[src/rtl/riscv_pkg.sv]
`default_nettype none
// ============================================================================
//  Module      : riscv_pkg
//  Description : RV32I ALU encoding constants shared by the ALU-control
//                decoder and the instruction encoder, so that both sides agree
//                on every code.
//                Contents: ALU control codes (ALU_ADD..ALU_SLT), the R-type and
//                I-type ALU opcodes, and the funct3/funct7 field values.
//  Revision    : 1.0 - initial release
// ============================================================================
package riscv_pkg;

    // 3-bit ALU control codes
    localparam logic [2:0] ALU_ADD = 3'b000;
    localparam logic [2:0] ALU_SUB = 3'b001;
    localparam logic [2:0] ALU_AND = 3'b010;
    localparam logic [2:0] ALU_OR  = 3'b011;
    localparam logic [2:0] ALU_XOR = 3'b100;
    localparam logic [2:0] ALU_SLT = 3'b101;

    // Major opcodes for register-register and register-immediate ALU ops
    localparam logic [6:0] OP_RTYPE = 7'b0110011;
    localparam logic [6:0] OP_ITYPE = 7'b0010011;

    // funct3 values (add and sub share a funct3; funct7 tells them apart)
    localparam logic [2:0] F3_ADD_SUB = 3'b000;
    localparam logic [2:0] F3_SLT     = 3'b010;
    localparam logic [2:0] F3_XOR     = 3'b100;
    localparam logic [2:0] F3_OR      = 3'b110;
    localparam logic [2:0] F3_AND     = 3'b111;

    // funct7 values
    localparam logic [6:0] F7_NORMAL = 7'b0000000;
    localparam logic [6:0] F7_SUB    = 7'b0100000;

endpackage : riscv_pkg
`default_nettype wire

[src/rtl/alu_instr_pack.sv]
`default_nettype none
// ============================================================================
//  Module      : alu_instr_pack
//  Description : Purely combinational mapping from an ALU request to the
//                RV32I word that decodes back to the same ALU control code.
//                Ports:
//                  i_alu_ctrl  3-bit ALU control code
//                  i_use_imm   1 = I-type, 0 = R-type
//                  i_rd/i_rs1/i_rs2  register indices (rs2 unused for I-type)
//                  i_imm       12-bit I-type immediate
//                  o_word      encoded instruction word
//                  o_illegal   request has no legal encoding
//  Revision    : 1.0 - initial release
// ============================================================================
module alu_instr_pack
    import riscv_pkg::*;
(
    input  logic [2:0]  i_alu_ctrl,
    input  logic        i_use_imm,
    input  logic [4:0]  i_rd,
    input  logic [4:0]  i_rs1,
    input  logic [4:0]  i_rs2,
    input  logic [11:0] i_imm,
    output logic [31:0] o_word,
    output logic        o_illegal
);

    logic [2:0] w_funct3;
    logic [6:0] w_funct7;

    always_comb begin
        w_funct3  = F3_ADD_SUB;
        w_funct7  = F7_NORMAL;
        o_illegal = 1'b0;
        case (i_alu_ctrl)
            ALU_ADD: w_funct3 = F3_ADD_SUB;
            ALU_SUB: begin
                w_funct3 = F3_ADD_SUB;
                w_funct7 = F7_SUB;
                // There is no subi in RV32I
                o_illegal = i_use_imm;
            end
            ALU_AND: w_funct3 = F3_AND;
            ALU_OR:  w_funct3 = F3_OR;
            ALU_XOR: w_funct3 = F3_XOR;
            ALU_SLT: w_funct3 = F3_SLT;
            default: o_illegal = 1'b1;
        endcase

        if (i_use_imm) begin
            o_word = {i_imm, i_rs1, w_funct3, i_rd, OP_ITYPE};
        end else begin
            o_word = {w_funct7, i_rs2, i_rs1, w_funct3, i_rd, OP_RTYPE};
        end
    end

endmodule : alu_instr_pack
`default_nettype wire

[src/rtl/alu_instr_encoder.sv]
`default_nettype none
// ============================================================================
//  Module      : alu_instr_encoder
//  Description : Streams encoded RV32I ALU instructions into instruction
//                memory. A start command programs base address and word
//                count; requests arrive on a valid/ready handshake and leave
//                through a one-deep registered write stage with back-pressure.
//                Ports:
//                  clk, reset (async, active-high)
//                  start, base_addr, length       transfer command
//                  in_valid/in_ready, in_*         request channel
//                  mem_we/mem_addr/mem_wdata,
//                  mem_ready                      memory write port
//                  busy, done, err_count          status
//  Revision    : 1.0 - initial release
// ============================================================================
module alu_instr_encoder
    import riscv_pkg::*;
#(
    parameter int ADDR_W = 32,
    parameter int LEN_W  = 8
) (
    input  logic              clk,
    input  logic              reset,
    input  logic              start,
    input  logic [ADDR_W-1:0] base_addr,
    input  logic [LEN_W-1:0]  length,
    input  logic              in_valid,
    output logic              in_ready,
    input  logic [2:0]        in_alu_ctrl,
    input  logic              in_use_imm,
    input  logic [4:0]        in_rd,
    input  logic [4:0]        in_rs1,
    input  logic [4:0]        in_rs2,
    input  logic [11:0]       in_imm,
    output logic              mem_we,
    output logic [ADDR_W-1:0] mem_addr,
    output logic [31:0]       mem_wdata,
    input  logic              mem_ready,
    output logic              busy,
    output logic              done,
    output logic [7:0]        err_count
);

    localparam logic [1:0] c_st_idle = 2'd0;
    localparam logic [1:0] c_st_run  = 2'd1;
    localparam logic [1:0] c_st_done = 2'd2;

    logic [1:0]        r_state;
    logic [1:0]        w_state_nxt;
    logic [ADDR_W-1:0] r_addr;      // address of the next word to complete
    logic [LEN_W-1:0]  r_len;
    logic [LEN_W-1:0]  r_acc;       // legal requests accepted
    logic [LEN_W-1:0]  r_wr;        // writes completed
    logic              r_mem_we;
    logic [ADDR_W-1:0] r_mem_addr;
    logic [31:0]       r_mem_wdata;
    logic [7:0]        r_err;

    logic [31:0]       w_word;
    logic              w_illegal;
    logic              w_run;
    logic              w_start_ok;
    logic              w_drain;
    logic              w_accept;
    logic              w_last_write;

    alu_instr_pack u_pack (
        .i_alu_ctrl (in_alu_ctrl),
        .i_use_imm  (in_use_imm),
        .i_rd       (in_rd),
        .i_rs1      (in_rs1),
        .i_rs2      (in_rs2),
        .i_imm      (in_imm),
        .o_word     (w_word),
        .o_illegal  (w_illegal)
    );

    assign w_run        = (r_state == c_st_run);
    assign w_start_ok   = start && !w_run;
    assign w_drain      = r_mem_we && mem_ready;
    assign in_ready     = w_run && (r_acc < r_len) && (!r_mem_we || mem_ready);
    assign w_accept     = in_valid && in_ready;
    // In RUN length is at least 1, so length-1 cannot underflow
    assign w_last_write = (r_wr == (r_len - LEN_W'(1)));

    always_comb begin
        w_state_nxt = r_state;
        case (r_state)
            c_st_idle, c_st_done: begin
                if (start) begin
                    w_state_nxt = (length == '0) ? c_st_done : c_st_run;
                end
            end
            c_st_run: begin
                if (w_drain && w_last_write) begin
                    w_state_nxt = c_st_done;
                end
            end
            default: w_state_nxt = c_st_idle;
        endcase
    end

    always_ff @(posedge clk or posedge reset) begin
        if (reset) begin
            r_state <= c_st_idle;
        end else begin
            r_state <= w_state_nxt;
        end
    end

    always_ff @(posedge clk or posedge reset) begin
        if (reset) begin
            r_addr      <= '0;
            r_len       <= '0;
            r_acc       <= '0;
            r_wr        <= '0;
            r_mem_we    <= 1'b0;
            r_mem_addr  <= '0;
            r_mem_wdata <= '0;
            r_err       <= '0;
        end else begin
            if (w_start_ok) begin
                // Low two address bits are forced to zero (word aligned)
                r_addr <= base_addr & ~ADDR_W'(3);
                r_len  <= length;
                r_acc  <= '0;
                r_wr   <= '0;
            end else begin
                if (w_drain) begin
                    r_addr <= r_addr + ADDR_W'(4);
                    r_wr   <= r_wr + LEN_W'(1);
                end
                if (w_accept && !w_illegal) begin
                    r_acc <= r_acc + LEN_W'(1);
                end
            end

            if (w_accept && !w_illegal) begin
                r_mem_we    <= 1'b1;
                r_mem_wdata <= w_word;
                // If the pending word drains this cycle, the new one follows it
                r_mem_addr  <= w_drain ? (r_addr + ADDR_W'(4)) : r_addr;
            end else if (w_drain) begin
                r_mem_we <= 1'b0;
            end

            if (w_accept && w_illegal && (r_err != 8'hFF)) begin
                r_err <= r_err + 8'd1;
            end
        end
    end

    assign mem_we    = r_mem_we;
    assign mem_addr  = r_mem_addr;
    assign mem_wdata = r_mem_wdata;
    assign busy      = w_run;
    assign done      = (r_state == c_st_done);
    assign err_count = r_err;

endmodule : alu_instr_encoder
`default_nettype wire

[config.mk]
export PLATFORM = sky130hd
export DESIGN_NAME = alu_instr_encoder
export DESIGN_NICKNAME = d
export VERILOG_FILES = /design/src/rtl/riscv_pkg.sv /design/src/rtl/alu_instr_pack.sv /design/src/rtl/alu_instr_encoder.sv
export SDC_FILE = /design/constraint.sdc
export NUM_CORES = 1
export LEC_CHECK = 0
export CORE_ASPECT_RATIO = 2
export CORE_UTILIZATION = 54
export DETAILED_ROUTE_END_ITERATION = 7
export DONT_BUFFER_PORTS = 1
export PLACE_DENSITY = 0.74
export SYNTH_ARGS = -nofsm -noshare
export SYNTH_HDL_FRONTEND = slang
export SYNTH_SLANG_ARGS = --single-unit
[constraint.sdc]
create_clock -name clk -period 4 [get_ports clk]
set_clock_uncertainty 0.05 [all_clocks]
set_input_delay 0.4 -clock clk [delete_from_list [all_inputs] [get_ports clk]]
set_output_delay 0.4 -clock clk [all_outputs]
set_load 0.01 [all_outputs]
==> impl_metrics.json, run 1 <==
{
  "drc_errors": 0,
  "fin_ws_ps": 1182,
  "synth_ff_type": "dfrtp_1",
  "grt_overflow": 0,
  "grt_pass1_wl_um": 20580,
  "clockBufferDepth": 2,
  "r2r_setup_slack_ps": 1420,
  "worst_pin_slew_ps": 1115,
  "yosysWarnings": 0,
  "cts_tree": "done",
  "intPower_uw": 3245,
  "row_count": 53,
  "layout-drive-gt1-share_pct": 8.347,
  "gr-usage-met3_pct": 6.801,
  "grtUsageMet2_pct": 42.30,
  "path_cells": "inv_1, ha_1, a211o_1, a21oi_1, o21ai_0, a21boi_0",
  "num_vias": 4311,
  "worstSetupEndpointType": "primary output",
  "synth_edf_count": 0,
  "synth_top_area_share_pct": 51.78,
  "slew-limit-headroom_pct": 25.44,
  "fp.dieH_um": 149.8,
  "track_usage_pct": 24.38,
  "clockPowerShare_pct": 26.2,
  "cp_max_fo": 3,
  "area_growth_pct": 10.21,
  "worstPathRequired_ps": 3550,
  "io-pin-count": 152,
  "synthArstFlopShare_pct": 100.0,
  "grt-busiest-layer": "met2",
  "power_leakage_uw": 0.002896,
  "firstDrtPassIters": 4,
  "start_util_pct": 55.92,
  "avgSynthCellArea_um2": 9.571,
  "nets": 700,
  "fin_cells": 760,
  "cts_max_level": 4,
  "post_cts_buffers": 0,
  "status": "finished, final reports clean",
  "hp-class": "input port to register",
  "start_kind": "register",
  "worstPathArrival_ps": 2370,
  "wl_per_cell_um": 17.44,
  "grt_pass1_vias": 4429,
  "seqPwrFrac_pct": 45.6,
  "numCtsBuffers": 17,
  "port-buffer-count": 0,
  "fmax_mhz": 354.9,
  "p_sw_share_pct": 39.09,
  "num-fill-cells": 894,
  "use_met1_pct": 25.75,
  "synthDistinctLibCells": 54,
  "clkSinkCount": 122,
  "vias_per_cell": 5.672,
  "die_x_um": 75.89,
  "hold_buffers": 1,
  "cts_root_buffer": "clkbuf_16",
  "synth_cells": 616,
  "hold_viol": 0,
  "drtIter0Drc": 232,
  "cpPeakStageDelay_ps": 510,
  "ant_nets": 0,
  "ir_drop_uv": 479.2,
  "finalMaxSlewViolations": 0,
  "crit_type": "register to primary output",
  "netlist_area_um2": 5896,
  "p_per_area_nw_per_um2": 820.0,
  "clkLatencyLatePin_ps": 400,
  "grt_setup_unrepaired": "no",
  "clk_pin_slew_ps": 60,
  "dieArea_um2": 11370,
  "dp.cells": 727,
  "cap_viol_max_count": 0,
  "cts_resized": 0,
  "switchingPower_uw": 2083,
  "ys_seq_elements": 122,
  "p_comb_share_pct": 28.2,
  "synth-seq-area-share_pct": 51.78,
  "setup_violations": 0,
  "ys_top_cells_by_area": "dfrtp_1 (52%), nand2_1 (7.3%), xor2_1 (4.2%)",
  "dp_hpwl_um": 9456,
  "wl_um": 13250,
  "routabilityCongestion": 0.7865,
  "finalCritPeriodShare_pct": 70.44,
  "antenna_found_initial": 0,
  "antennaDiodeCount": 0,
  "dp_slack_ps": 1469,
  "grt_max_degree": 78,
  "yosys.area.top_type": "dfrtp_1",
  "slowest_stage": "a21boi_0",
  "fin_tns_setup_ps": 0,
  "core-area_um2": 10540,
  "min_period_ps": 2818
}
[cell families (layout without fill, tap and decap cells)]
family	after synthesis	count (layout)	share of synthesized area, %
and+or+nand+nor	246	246	19.38
DFF	122	122	51.78
AOI/OAI and AO/OA	117	117	11.29
xor gates and xnor gates	53	53	8.001
buffers and inverters	52	55	4.626
adders and majority gates	14	14	2.971
muxes	11	11	1.889
other	1	5	0.06361
[cell type report]
class,count,area [um^2],area share [%]
multi-input combinational,446,2595,39.94
tap,137,171.4,2.638
clock inverter,10,67.56,1.040
sequential,122,3053,46.99
clock buffer,22,484.2,7.452
inverter,17,66.31,1.021
timing repair buffer,6,60.06,0.9243
[metal layers]
layer,wire length [um],share of wire [%]
met1,4825,36
met4,527,4.0
met5,0,0
met3,707,5.3
met2,7193,54
[cells in the mapped netlist, drive strengths merged, types with 2 or more instances]
| library cell | count |
|---|---|
| nand4 | 19 |
| and2 | 4 |
| a21boi | 2 |
| xnor2 | 24 |
| nand3 | 18 |
| ha | 14 |
| nand2b | 6 |
| nor2 | 46 |
| nor3 | 3 |
| o21ai | 55 |
| clkbuf | 16 |
| a21oi | 41 |
| a31o | 3 |
| and4 | 5 |
| o211a | 2 |
| nand2 | 115 |
| nor4 | 5 |
| mux2i | 10 |
| a31oi | 4 |
| inv | 17 |
| and3 | 16 |
| dfrtp | 122 |
| or3 | 3 |
| nor2b | 3 |
| xor2 | 29 |
| buf | 18 |
[registers in the layout, summed over array words and instances, names as in the netlist]
| name | count |
|---|---|
| r_addr | 30 |
| r_acc | 8 |
| r_len | 8 |
| mem_we | 1 |
| mem_addr | 30 |
| err_count | 8 |
| r_wr | 8 |
| r_state | 2 |
| mem_wdata | 27 |
[cell usage in the layout, fill, tap and decap left out, drive strengths merged, types with 3 or more instances in the layout]
cell      Yosys  layout
and4          5       5
clkbuf       16      22
clkinv        0       5
mux2i        10      10
and3         16      16
nand3        18      18
o21ai        55      55
nor2b         3       3
nor3          3       3
or3           3       3
nor2         46      46
nor4          5       5
ha           14      14
dfrtp       122     122
inv          17      18
xnor2        24      24
and2          4       4
conb          1       5
nand4        19      19
nand2       115     115
a31oi         4       4
a31o          3       3
xor2         29      29
clkinvlp      0       4
nand2b        6       6
a21oi        41      41
buf          18       5
[worst max-delay path, delay by kind of cell (launching register included)]
family / cells / cell delay [ps]
fa+ha+maj: 1 / 330
flops: 1 / 410
buf+inv: 1 / 90
compound gates: 4 / 1130
[power groups by stage]
stage / logic [uW] / clock network [uW] / registers (uW)
floorplan: 1270 / 0 / 2280
global placement: 1410 / 0 / 2420
detailed placement: 1500 / 0 / 2440
CTS: 1510 / 1420 / 2420
global route: 1710 / 1470 / 2490
finish: 1500 / 1400 / 2430
[worst paths after layout]
kind,from,endpoint,cells after the start
max in group asynchronous,reset,mem_addr[8],3
max,r_len[5],in_ready,6
max reg2reg,r_len[5],mem_addr[23],8
min,in_use_imm,mem_wdata[5],1
min in group asynchronous,reset,r_len[7],2
min reg2reg,r_state[0],r_state[0],1
[metrics by stage]
| stage | utilization, % | power [uW] | area, um^2 | hold WS (ps) |
|---|---|---|---|---|
| 2_1_floorplan | - | 3554 | 5911 | 410.0 |
| 5_1_grt | 61.62 | 5672 | 6497 | 30.30 |
| 3_3_place_gp | 56.30 | 3830 | 5936 | 368.8 |
| 4_1_cts | 61.62 | 5360 | 6497 | 22.73 |
| 3_5_place_dp | 56.30 | 3935 | 5936 | 371.9 |
| 6_report | 61.62 | 5328 | 6497 | 41.20 |
No activity file was read; power rests on OpenSTA's default activity.
==> run 2: changes to the inputs <==
Clock period 4 ns to 2.9 ns, I/O delays scaled along.
==> impl_metrics.json, run 2 (synthesis results as in run 1) <==
{
  "status": "finished, final reports clean",
  "grt_pass1_vias": 4598,
  "firstDrtPassIters": 4,
  "clk_pin_slew_ps": 50,
  "p_per_area_nw_per_um2": 1073,
  "grt_overflow": 0,
  "start_util_pct": 55.92,
  "clkSinkCount": 122,
  "cts_resized": 0,
  "finalCritPeriodShare_pct": 89.91,
  "grt_pass1_wl_um": 21130,
  "worstSetupEndpointType": "primary output",
  "wl_um": 13800,
  "finalMaxSlewViolations": 0,
  "path_delay_family": "compound AO/OA/AOI/OAI gates",
  "dieArea_um2": 11370,
  "path_buf_inv": 1,
  "place_area_um2": 5964,
  "routabilityCongestion": 0.8073,
  "power_leakage_uw": 0.003160,
  "post_cts_buffers": 0,
  "ant_nets": 0,
  "cp_max_fo": 3,
  "crit_type": "register to primary output",
  "row_count": 53,
  "setup_violations": 0,
  "track_usage_pct": 24.95,
  "cts_max_level": 4,
  "wl_per_cell_um": 16.93,
  "final_cell_mix": "dfrtp_1 (122), nand2_1 (114), dlygate4sd3_1 (55)",
  "cp-startpoint": "r_len[5]",
  "hold_viol": 0,
  "cpPeakStageDelay_ps": 470,
  "hp-class": "input port to register",
  "r2r_setup_slack_ps": 400,
  "port-buffer-count": 0,
  "layout-drive-gt1-share_pct": 7.817,
  "grt_max_degree": 123,
  "worst_pin_slew_ps": 639.3,
  "path_cells": "inv_1, ha_1, a211o_1, a21oi_1, o21ai_0, a21boi_0",
  "antenna_found_initial": 0,
  "dp_hpwl_um": 9331,
  "numCtsBuffers": 17,
  "fin_tns_setup_ps": 0,
  "ff2ff_path_depth": 9,
  "clkLatencyLatePin_ps": 400,
  "die_x_um": 75.89,
  "cts_root_buffer": "clkbuf_16",
  "cap_viol_max_count": 0,
  "start_kind": "register",
  "area_growth_pct": 20.73,
  "cp.depth": 6,
  "worstPathRequired_ps": 2560,
  "slew-limit-headroom_pct": 57.38,
  "fp.dieH_um": 149.8,
  "postLayoutCellArea_um2": 7118,
  "cts_tree": "done",
  "final_common_cell": "dfrtp_1",
  "drc_errors": 0,
  "r2r_end": "mem_wdata[26]",
  "grt_setup_unrepaired": "no",
  "ir_drop_uv": 716.9,
  "num_vias": 4553,
  "drtIter0Drc": 198,
  "clockBufferDepth": 2,
  "nets": 756,
  "crit_path_end": "in_ready",
  "vias_per_cell": 5.587,
  "min_period_ps": 2607,
  "antennaDiodeCount": 0,
  "fmax_mhz": 383.5,
  "core-area_um2": 10540,
  "slowest_stage": "a21boi_0",
  "io-pin-count": 152,
  "r2r-start": "r_len[5]",
  "worstPathArrival_ps": 2270
}
-- run 2: cell types whose count changed in the layout (fill, tap and decap cells not counted), sizes merged, moves of 2 or more --
cell,before,now
clkbuf,22,20
dlygate4sd3,1,55
inv,18,16
bufinv,0,3
buf,5,7
-- run 2: per-layer routing --
metal | vias to the layer above | global-route usage, % | part of all wire [%]
li1 | 2175 | - | -
met1 | 2205 | 25.81 | 36
met2 | 138 | 44.47 | 56
met3 | 35 | 6.397 | 4.5
met4 | 0 | 12.41 | 3.3
met5 | - | 0 | 0
-- run 2: worst register-to-register path, stage by stage, from the launching register on --
cell	delay (ps)
dfrtp_1	390
inv_1	70
ha_1	300
a211o_1	300
a21oi_1	160
o21ai_0	170
a21boi_2	500
buf_4	290
nand3_1	100
nand2_1	90
-- run 2: cell type report --
| type | count | area, um^2 |
|---|---|---|
| Sequential cell | 122 | 3053 |
| Timing Repair Buffer | 62 | 628.1 |
| Clock inverter | 11 | 146.4 |
| Inverter | 17 | 67.56 |
| Clock buffer | 20 | 456.7 |
| Multi-Input combinational cell | 446 | 2595 |
| Fill cell | 793 | 3426 |
| Tap cell | 137 | 171.4 |
-- run 2: repair_timing --
action                                  4_1_cts  5_1_grt
endpoints found under the hold margin       175        0
endpoints found under the setup margin        0        0
hold buffers                                 55        0
-- run 2: through the flow --
| stage | utilization [%] | hold slack (ps) | setup WS, ps | cells | power [uW] |
|---|---|---|---|---|---|
| final | 67.51 | 22.11 | 292.6 | 815 | 7641 |
| after global routing | 67.51 | 1.647 | 104.8 | 815 | 8130 |
| after CTS | 67.51 | 1.392 | 308.6 | 815 | 7670 |
| after detailed placement | 56.57 | 340.9 | 450.6 | 729 | 5440 |
| after global placement | 56.57 | 339.1 | 501.8 | 729 | 5299 |
| after floorplan | - | 345.4 | 788.8 | 620 | 4902 |
-- run 2: worst min-delay path by stage --
stage | start | to | slack, ps | cells past startpoint
floorplan | in_rd[3] | mem_wdata[10] | 350 | 2
global placement | in_use_imm | mem_wdata[5] | 340 | 1
detailed placement | in_use_imm | mem_wdata[5] | 340 | 1
CTS | base_addr[7] | r_addr[7] | 1 | 2
global route | base_addr[7] | r_addr[7] | 2 | 2
finish | base_addr[21] | r_addr[21] | 20 | 2
-- run 2: power breakdown --
| part | internal, uW | switching (uW) | total, uW | leakage [uW] |
|---|---|---|---|---|
| clock | 1390 | 744 | 2140 | 0.000292 |
| combinational | 898 | 1260 | 2150 | 0.00138 |
| sequential | 2460 | 896 | 3350 | 0.00149 |
